<file path="config.mk">
export PLATFORM = sky130hd
export DESIGN_NAME = ahb_slave_split
export DESIGN_NICKNAME = d
export VERILOG_FILES = /design/src/rtl/ahb_slave_split.sv
export SDC_FILE = /design/constraint.sdc
export NUM_CORES = 1
export LEC_CHECK = 0
export CELL_PAD_IN_SITES_DETAIL_PLACEMENT = 0
export CELL_PAD_IN_SITES_GLOBAL_PLACEMENT = 1
export CORE_ASPECT_RATIO = 2
export CORE_MARGIN = 4
export CORE_UTILIZATION = 37
export DETAILED_ROUTE_END_ITERATION = 7
export GPL_TIMING_DRIVEN = 1
export HOLD_SLACK_MARGIN = 0.12
export PLACE_DENSITY = 0.87
export REMOVE_ABC_BUFFERS = 1
export SLEW_MARGIN = 40
export SYNTH_ARGS = -nofsm -noshare
export SYNTH_HDL_FRONTEND = slang
export SYNTH_SLANG_ARGS = --single-unit
export TNS_END_PERCENT = 30
</file>
<file path="constraint.sdc">
create_clock -name HCLK -period 2.55 [get_ports HCLK]
set_input_delay 0.255 -clock HCLK [delete_from_list [all_inputs] [get_ports HCLK]]
set_output_delay 0.255 -clock HCLK [all_outputs]
set_load 0.02 [all_outputs]
</file>
<file path="src/rtl/ahb_slave_split.sv">
// ---------------------------------------------------------------------------
// ahb_slave_split
//
// AHB slave front-end for the AHB-to-APB bridge. It accepts AHB transfers,
// rejects illegal ones with the two-cycle ERROR response, and splits each legal
// transfer into one or more narrow backend beats on a req/ack handshake. Read
// beats are assembled into an AHB-wide word that is presented on o_HRDATA.
//
// Ports
//   HCLK, HRESET        clock, synchronous active-high reset
//   i_HSEL .. i_HREADY  AHB address/data phase inputs
//   o_HREADYOUT, o_HRESP, o_HRDATA
//                       AHB slave response
//   o_req, o_req_addr, o_req_write, o_req_size, o_req_wdata
//                       backend beat request (held until i_ack)
//   i_ack, i_ack_rdata, i_ack_err
//                       backend beat completion, read data and error
// ---------------------------------------------------------------------------
module ahb_slave_split #(
    parameter int AHB_AW = 32,
    parameter int AHB_DW = 32,
    parameter int APB_DW = 8
) (
    input  logic              HCLK,
    input  logic              HRESET,
    input  logic              i_HSEL,
    input  logic [AHB_AW-1:0] i_HADDR,
    input  logic [1:0]        i_HTRANS,
    input  logic              i_HWRITE,
    input  logic [2:0]        i_HSIZE,
    input  logic [AHB_DW-1:0] i_HWDATA,
    input  logic              i_HREADY,
    output logic              o_HREADYOUT,
    output logic              o_HRESP,
    output logic [AHB_DW-1:0] o_HRDATA,
    output logic              o_req,
    output logic [AHB_AW-1:0] o_req_addr,
    output logic              o_req_write,
    output logic [2:0]        o_req_size,
    output logic [APB_DW-1:0] o_req_wdata,
    input  logic              i_ack,
    input  logic [APB_DW-1:0] i_ack_rdata,
    input  logic              i_ack_err
);

    localparam int AB     = AHB_DW / 8;
    localparam int PB     = APB_DW / 8;
    localparam int AB_LOG = $clog2(AB);
    localparam int PB_LOG = $clog2(PB);
    localparam int NL     = AB / PB;        // APB lanes across the AHB bus
    localparam int CW     = AB_LOG + 1;     // beat counter width

    typedef enum logic [2:0] {
        S_IDLE  = 3'd0,
        S_WDATA = 3'd1,
        S_REQ   = 3'd2,
        S_ERR1  = 3'd3,
        S_ERR2  = 3'd4
    } state_t;

    state_t            state_q, state_d;
    logic [AHB_AW-1:0] addr_q, addr_d;
    logic [2:0]        size_q, size_d;
    logic              write_q, write_d;
    logic [AHB_DW-1:0] wdata_q, wdata_d;
    logic [AHB_DW-1:0] acc_q, acc_d;
    logic [AHB_DW-1:0] hrdata_q, hrdata_d;
    logic [CW-1:0]     beat_q, beat_d;

    logic              hreadyout;
    logic              hresp;
    logic              req;
    logic              valid;
    logic              illegal;
    logic [6:0]        align_mask;
    logic [CW-1:0]     last_beat;
    logic [AHB_AW-1:0] beat_addr;
    logic [AB_LOG-1:0] lane_idx;
    logic [AHB_DW-1:0] acc_merged;
    logic [APB_DW-1:0] req_wdata;
    logic              beat_done;

    // -----------------------------------------------------------------------
    // Transfer qualification
    // -----------------------------------------------------------------------
    assign valid      = i_HSEL & i_HREADY & i_HTRANS[1] & hreadyout;
    assign align_mask = 7'((8'd1 << i_HSIZE) - 8'd1);
    assign illegal    = (i_HSIZE > 3'(AB_LOG)) || (|(i_HADDR[6:0] & align_mask));

    // -----------------------------------------------------------------------
    // Beat geometry: beat k sits at base + k*PB; its lane is the PB-aligned
    // byte offset of that address within the AHB bus.
    // -----------------------------------------------------------------------
    always_comb begin
        last_beat = '0;
        if (size_q > 3'(PB_LOG)) begin
            last_beat = CW'((32'd1 << (size_q - 3'(PB_LOG))) - 32'd1);
        end
    end

    assign beat_addr = addr_q + (AHB_AW'(beat_q) << PB_LOG);
    assign lane_idx  = beat_addr[AB_LOG-1:0] >> PB_LOG;
    assign beat_done = req & i_ack;

    always_comb begin
        req_wdata = '0;
        for (int i = 0; i < NL; i++) begin
            if (lane_idx == AB_LOG'(i)) begin
                req_wdata = wdata_q[i*APB_DW +: APB_DW];
            end
        end
    end

    // Accumulator with the current beat's read data dropped into its lane
    genvar gi;
    generate
        for (gi = 0; gi < NL; gi++) begin : g_lane
            assign acc_merged[gi*APB_DW +: APB_DW] =
                (lane_idx == AB_LOG'(gi)) ? i_ack_rdata : acc_q[gi*APB_DW +: APB_DW];
        end
    endgenerate

    // -----------------------------------------------------------------------
    // State register
    // -----------------------------------------------------------------------
    always_ff @(posedge HCLK) begin
        if (HRESET) begin
            state_q  <= S_IDLE;
            addr_q   <= '0;
            size_q   <= '0;
            write_q  <= 1'b0;
            wdata_q  <= '0;
            acc_q    <= '0;
            hrdata_q <= '0;
            beat_q   <= '0;
        end else begin
            state_q  <= state_d;
            addr_q   <= addr_d;
            size_q   <= size_d;
            write_q  <= write_d;
            wdata_q  <= wdata_d;
            acc_q    <= acc_d;
            hrdata_q <= hrdata_d;
            beat_q   <= beat_d;
        end
    end

    // -----------------------------------------------------------------------
    // Next-state and datapath
    // -----------------------------------------------------------------------
    always_comb begin
        state_d  = state_q;
        addr_d   = addr_q;
        size_d   = size_q;
        write_d  = write_q;
        wdata_d  = wdata_q;
        acc_d    = acc_q;
        hrdata_d = hrdata_q;
        beat_d   = beat_q;

        case (state_q)
            S_IDLE, S_ERR2: begin
                // ERR2 already drives HREADYOUT=1, so it can take a new
                // transfer exactly like IDLE does.
                state_d = S_IDLE;
                if (valid) begin
                    addr_d  = i_HADDR;
                    size_d  = i_HSIZE;
                    write_d = i_HWRITE;
                    acc_d   = '0;
                    beat_d  = '0;
                    if (illegal) begin
                        state_d = S_ERR1;
                    end else if (i_HWRITE) begin
                        state_d = S_WDATA;
                    end else begin
                        state_d = S_REQ;
                    end
                end
            end

            S_WDATA: begin
                wdata_d = i_HWDATA;
                state_d = S_REQ;
            end

            S_REQ: begin
                if (beat_done) begin
                    if (!write_q) begin
                        acc_d = acc_merged;
                    end
                    if (i_ack_err) begin
                        state_d = S_ERR1;
                    end else if (beat_q == last_beat) begin
                        state_d = S_IDLE;
                        if (!write_q) begin
                            hrdata_d = acc_merged;
                        end
                    end else begin
                        beat_d = beat_q + CW'(1);
                    end
                end
            end

            S_ERR1: begin
                state_d = S_ERR2;
            end

            default: begin
                state_d = S_IDLE;
            end
        endcase
    end

    // -----------------------------------------------------------------------
    // State-decoded outputs
    // -----------------------------------------------------------------------
    always_comb begin
        hreadyout = 1'b1;
        hresp     = 1'b0;
        req       = 1'b0;
        case (state_q)
            S_WDATA: hreadyout = 1'b0;
            S_REQ: begin
                hreadyout = 1'b0;
                req       = 1'b1;
            end
            S_ERR1: begin
                hreadyout = 1'b0;
                hresp     = 1'b1;
            end
            S_ERR2:  hresp = 1'b1;
            default: ;
        endcase
    end

    assign o_HREADYOUT = hreadyout;
    assign o_HRESP     = hresp;
    assign o_HRDATA    = hrdata_q;
    assign o_req       = req;
    assign o_req_addr  = beat_addr;
    assign o_req_write = write_q;
    assign o_req_size  = (size_q > 3'(PB_LOG)) ? 3'(PB_LOG) : size_q;
    assign o_req_wdata = req_wdata;

endmodule

</file>
==> flow_metrics.py <==
metrics = {
    "status": {
        "outcome": "complete, no violations",
    },
    "setup_path": {
        "cp.arrival_ns": 2.28,
        "cp-start-kind": "flop",
        "crit_path_end_kind": "output pin",
        "required_ns": 2.30,
        "crit_fanout": 7,
        "setup.worst_path.class": "reg -> out",
    },
    "global_routing": {
        "antenna_found_initial": 0,
        "top_usage_layer": "met2",
        "first_global_vias": 6032,
        "grt_use_total": 0.177,
        "grt_max_degree": 70,
        "use_met2": 0.355,
        "grt_pass1_wl_um": 29800,
        "met1_usage": 0.176,
        "overflow": 0,
        "grt_use_met3": 0.0317,
    },
    "yosys": {
        "ys.flop_type": "dfxtp_1",
        "synth_area_um2": 6790,
        "synth_cell_types": 51,
        "ys_warn_count": 0,
        "synth.avg_cell_area_um2": 8.24,
        "ys_ff_latch": 138,
        "seq_area_frac_synth": 0.407,
        "syn_inst": 823,
        "synth_edf_count": 0,
        "async_flop_share": 0,
    },
    "timing": {
        "tightest_slew_ns": 0.588,
        "hold_violations": 0,
        "maxSlewHeadroom": 0.608,
        "fin_crit_sh": 0.995,
        "hold_ws_ns": 0.248,
        "slew_violations": 0,
        "setup_violations": 0,
        "max_freq_mhz": 394,
        "rsz0062_at_grt": "yes",
        "fin_setup_tns_ns": 0,
        "period_needed_ns": 2.54,
        "setup_ws_ns": 0.0132,
        "skew_ns": 0.00429,
    },
    "placement": {
        "portBuffers": 158,
        "dpl_cell_area_um2": 8640,
        "gp_congestion": 0.776,
        "hpwl_um": 13300,
        "dp_cells": 1164,
        "place_ws_ns": -0.0515,
    },
    "drt": {
        "routed_wl_um": 18800,
        "via_per_inst": 5.13,
        "drtPass1Iterations": 4,
        "drtIter0Drc": 227,
        "drtAntennaViolNets": 0,
        "wl_per_cell_um": 15.7,
        "drcViolationCount": 0,
        "vias": 6142,
    },
    "die": {
        "die_height_um": 200,
        "pin_count": 163,
        "coreArea_um2": 17900,
        "die_w_um": 104,
        "dieArea_um2": 20700,
        "row_count": 69,
        "start_util": 0.380,
    },
    "clocking": {
        "cts.sinks": 138,
        "path_clk_slew_ns": 0.06,
        "tritoncts": "done",
        "hold_buffers": 0,
        "clock_latency_ns": 0.42,
        "cts_made_buffers": 17,
        "cts_setup_buffers": 0,
        "cts.path.max_buffers": 2,
        "htree_num_levels": 4,
        "cts-root-buf": "clkbuf_16",
    },
    "finish": {
        "final_nets": 1060,
        "areaGrowthSynthToFinish_pct": 35.4,
        "drive_above_1_share": 0.147,
        "final_area_um2": 9190,
        "finalNonFillerCells": 1197,
        "insertedDiodeCount": 0,
        "n_fill_cell": 1671,
        "utilization": 0.514,
    },
    "run": {
        "cap_violations": 0,
    },
    "power": {
        "p_per_area_nw_per_um2": 586,
        "p_leak_nw": 3.35,
        "total_power_mw": 5.38,
        "peakVddDrop_mv": 0.422,
    },
    "hold_path": {
        "min_path_type": "in -> reg",
    },
}
-- worst max-delay path: stages (launching register included) --
cell,delay (ns)
dfxtp_1,0.31
ha_1,0.23
fa_1,0.43
a21oi_4,0.25
nor2b_4,0.11
nand3_1,0.11
xnor2_1,0.11
clkdlybuf4s15_1,0.32
-- repair_timing --
item                                    4_1_cts  5_1_grt
pin swaps                                     0        0
endpoints found under the setup margin       39       28
resized for setup                            83       38
cloned                                        0        1
-- final timing paths --
kind / end / depth (start not counted) / start / slack (ns)
worst min register to register: wdata_q[16] / 2 / wdata_q[16] / 0.45
worst max register to register: acc_q[18] / 8 / addr_q[0] / 0.21
worst min-delay path: acc_q[1] / 2 / HRESET / 0.25
worst max-delay path: o_req_addr[30] / 7 / addr_q[0] / 0.01
-- layout make-up --
cell class              count  area (µm²)  share of cell area
clock buffers              18         429              0.0467
clock inverters            14         195              0.0212
inverters                   2        7.51            0.000817
multi-input cells         618        3740               0.408
flip-flops and latches    138        2760               0.301
well taps                 213         267              0.0290
repair buffers            194        1780               0.194
-- cell usage after synthesis, types with 3 or more instances --
cell type,count,share of area
xnor2_1,27,0.035
mux4_2,8,0.027
and2_1,5,0.0046
nor4_1,3,0.0028
nand2_1,201,0.11
a21oi_1,120,0.089
ha_1,4,0.0074
mux2_4,30,0.066
buf_6,4,0.0066
and4_1,3,0.0039
dfxtp_1,138,0.41
nor2_1,26,0.014
and3_1,7,0.0065
nor2b_1,38,0.035
buf_2,17,0.013
mux2i_1,18,0.027
o21ai_0,11,0.0081
nand3_1,56,0.041
buf_1,6,0.0033
clkbuf_1,38,0.021
nor3_1,5,0.0037
nand2b_1,5,0.0046
nand4_1,17,0.016
buf_4,3,0.0033
-- metal layers --
layer,wire (µm),share of wire
met5,0,0
met1,7020,0.37
met3,685,0.036
met4,430,0.023
met2,10700,0.57
-- registers in the layout, summed over array words and instances, names as in the netlist --
register,flops
beat_q,3
acc_q,32
addr_q,32
o_HRDATA,32
size_q,3
state_q,3
wdata_q,32
o_req_write,1
-- kinds of logic after synthesis --
group / after synthesis / share of synthesized area
simple gates: 379 / 0.261
compound gates: 143 / 0.112
buf+inv: 70 / 0.0479
mux: 58 / 0.123
xor+xnor: 29 / 0.0374
fa+ha+maj: 5 / 0.0103
flops: 138 / 0.407
other cells: 1 / 0.000553
-- report_power, final --
| part | internal (mW) | leakage (nW) | switching, mW |
|---|---|---|---|
| Sequential | 2.20 | 1.11 | 0.0365 |
| Clock | 1.64 | 0.293 | 0.966 |
| Combinational | 0.253 | 1.94 | 0.279 |
| Total | 4.10 | 3.35 | 1.28 |
-- placed cells by master, fill, tap and decap left out, types with 18 or more instances in the layout --
master             n
a21oi_1          119
buf_4             32
clkdlybuf4s50_1  118
dfxtp_1          138
mux2_4            30
mux2i_1           18
nand2_1          201
nand3_1           56
nor2_1            26
nor2b_1           37
xnor2_1           27
No activity file was read; power rests on OpenSTA's default activity.
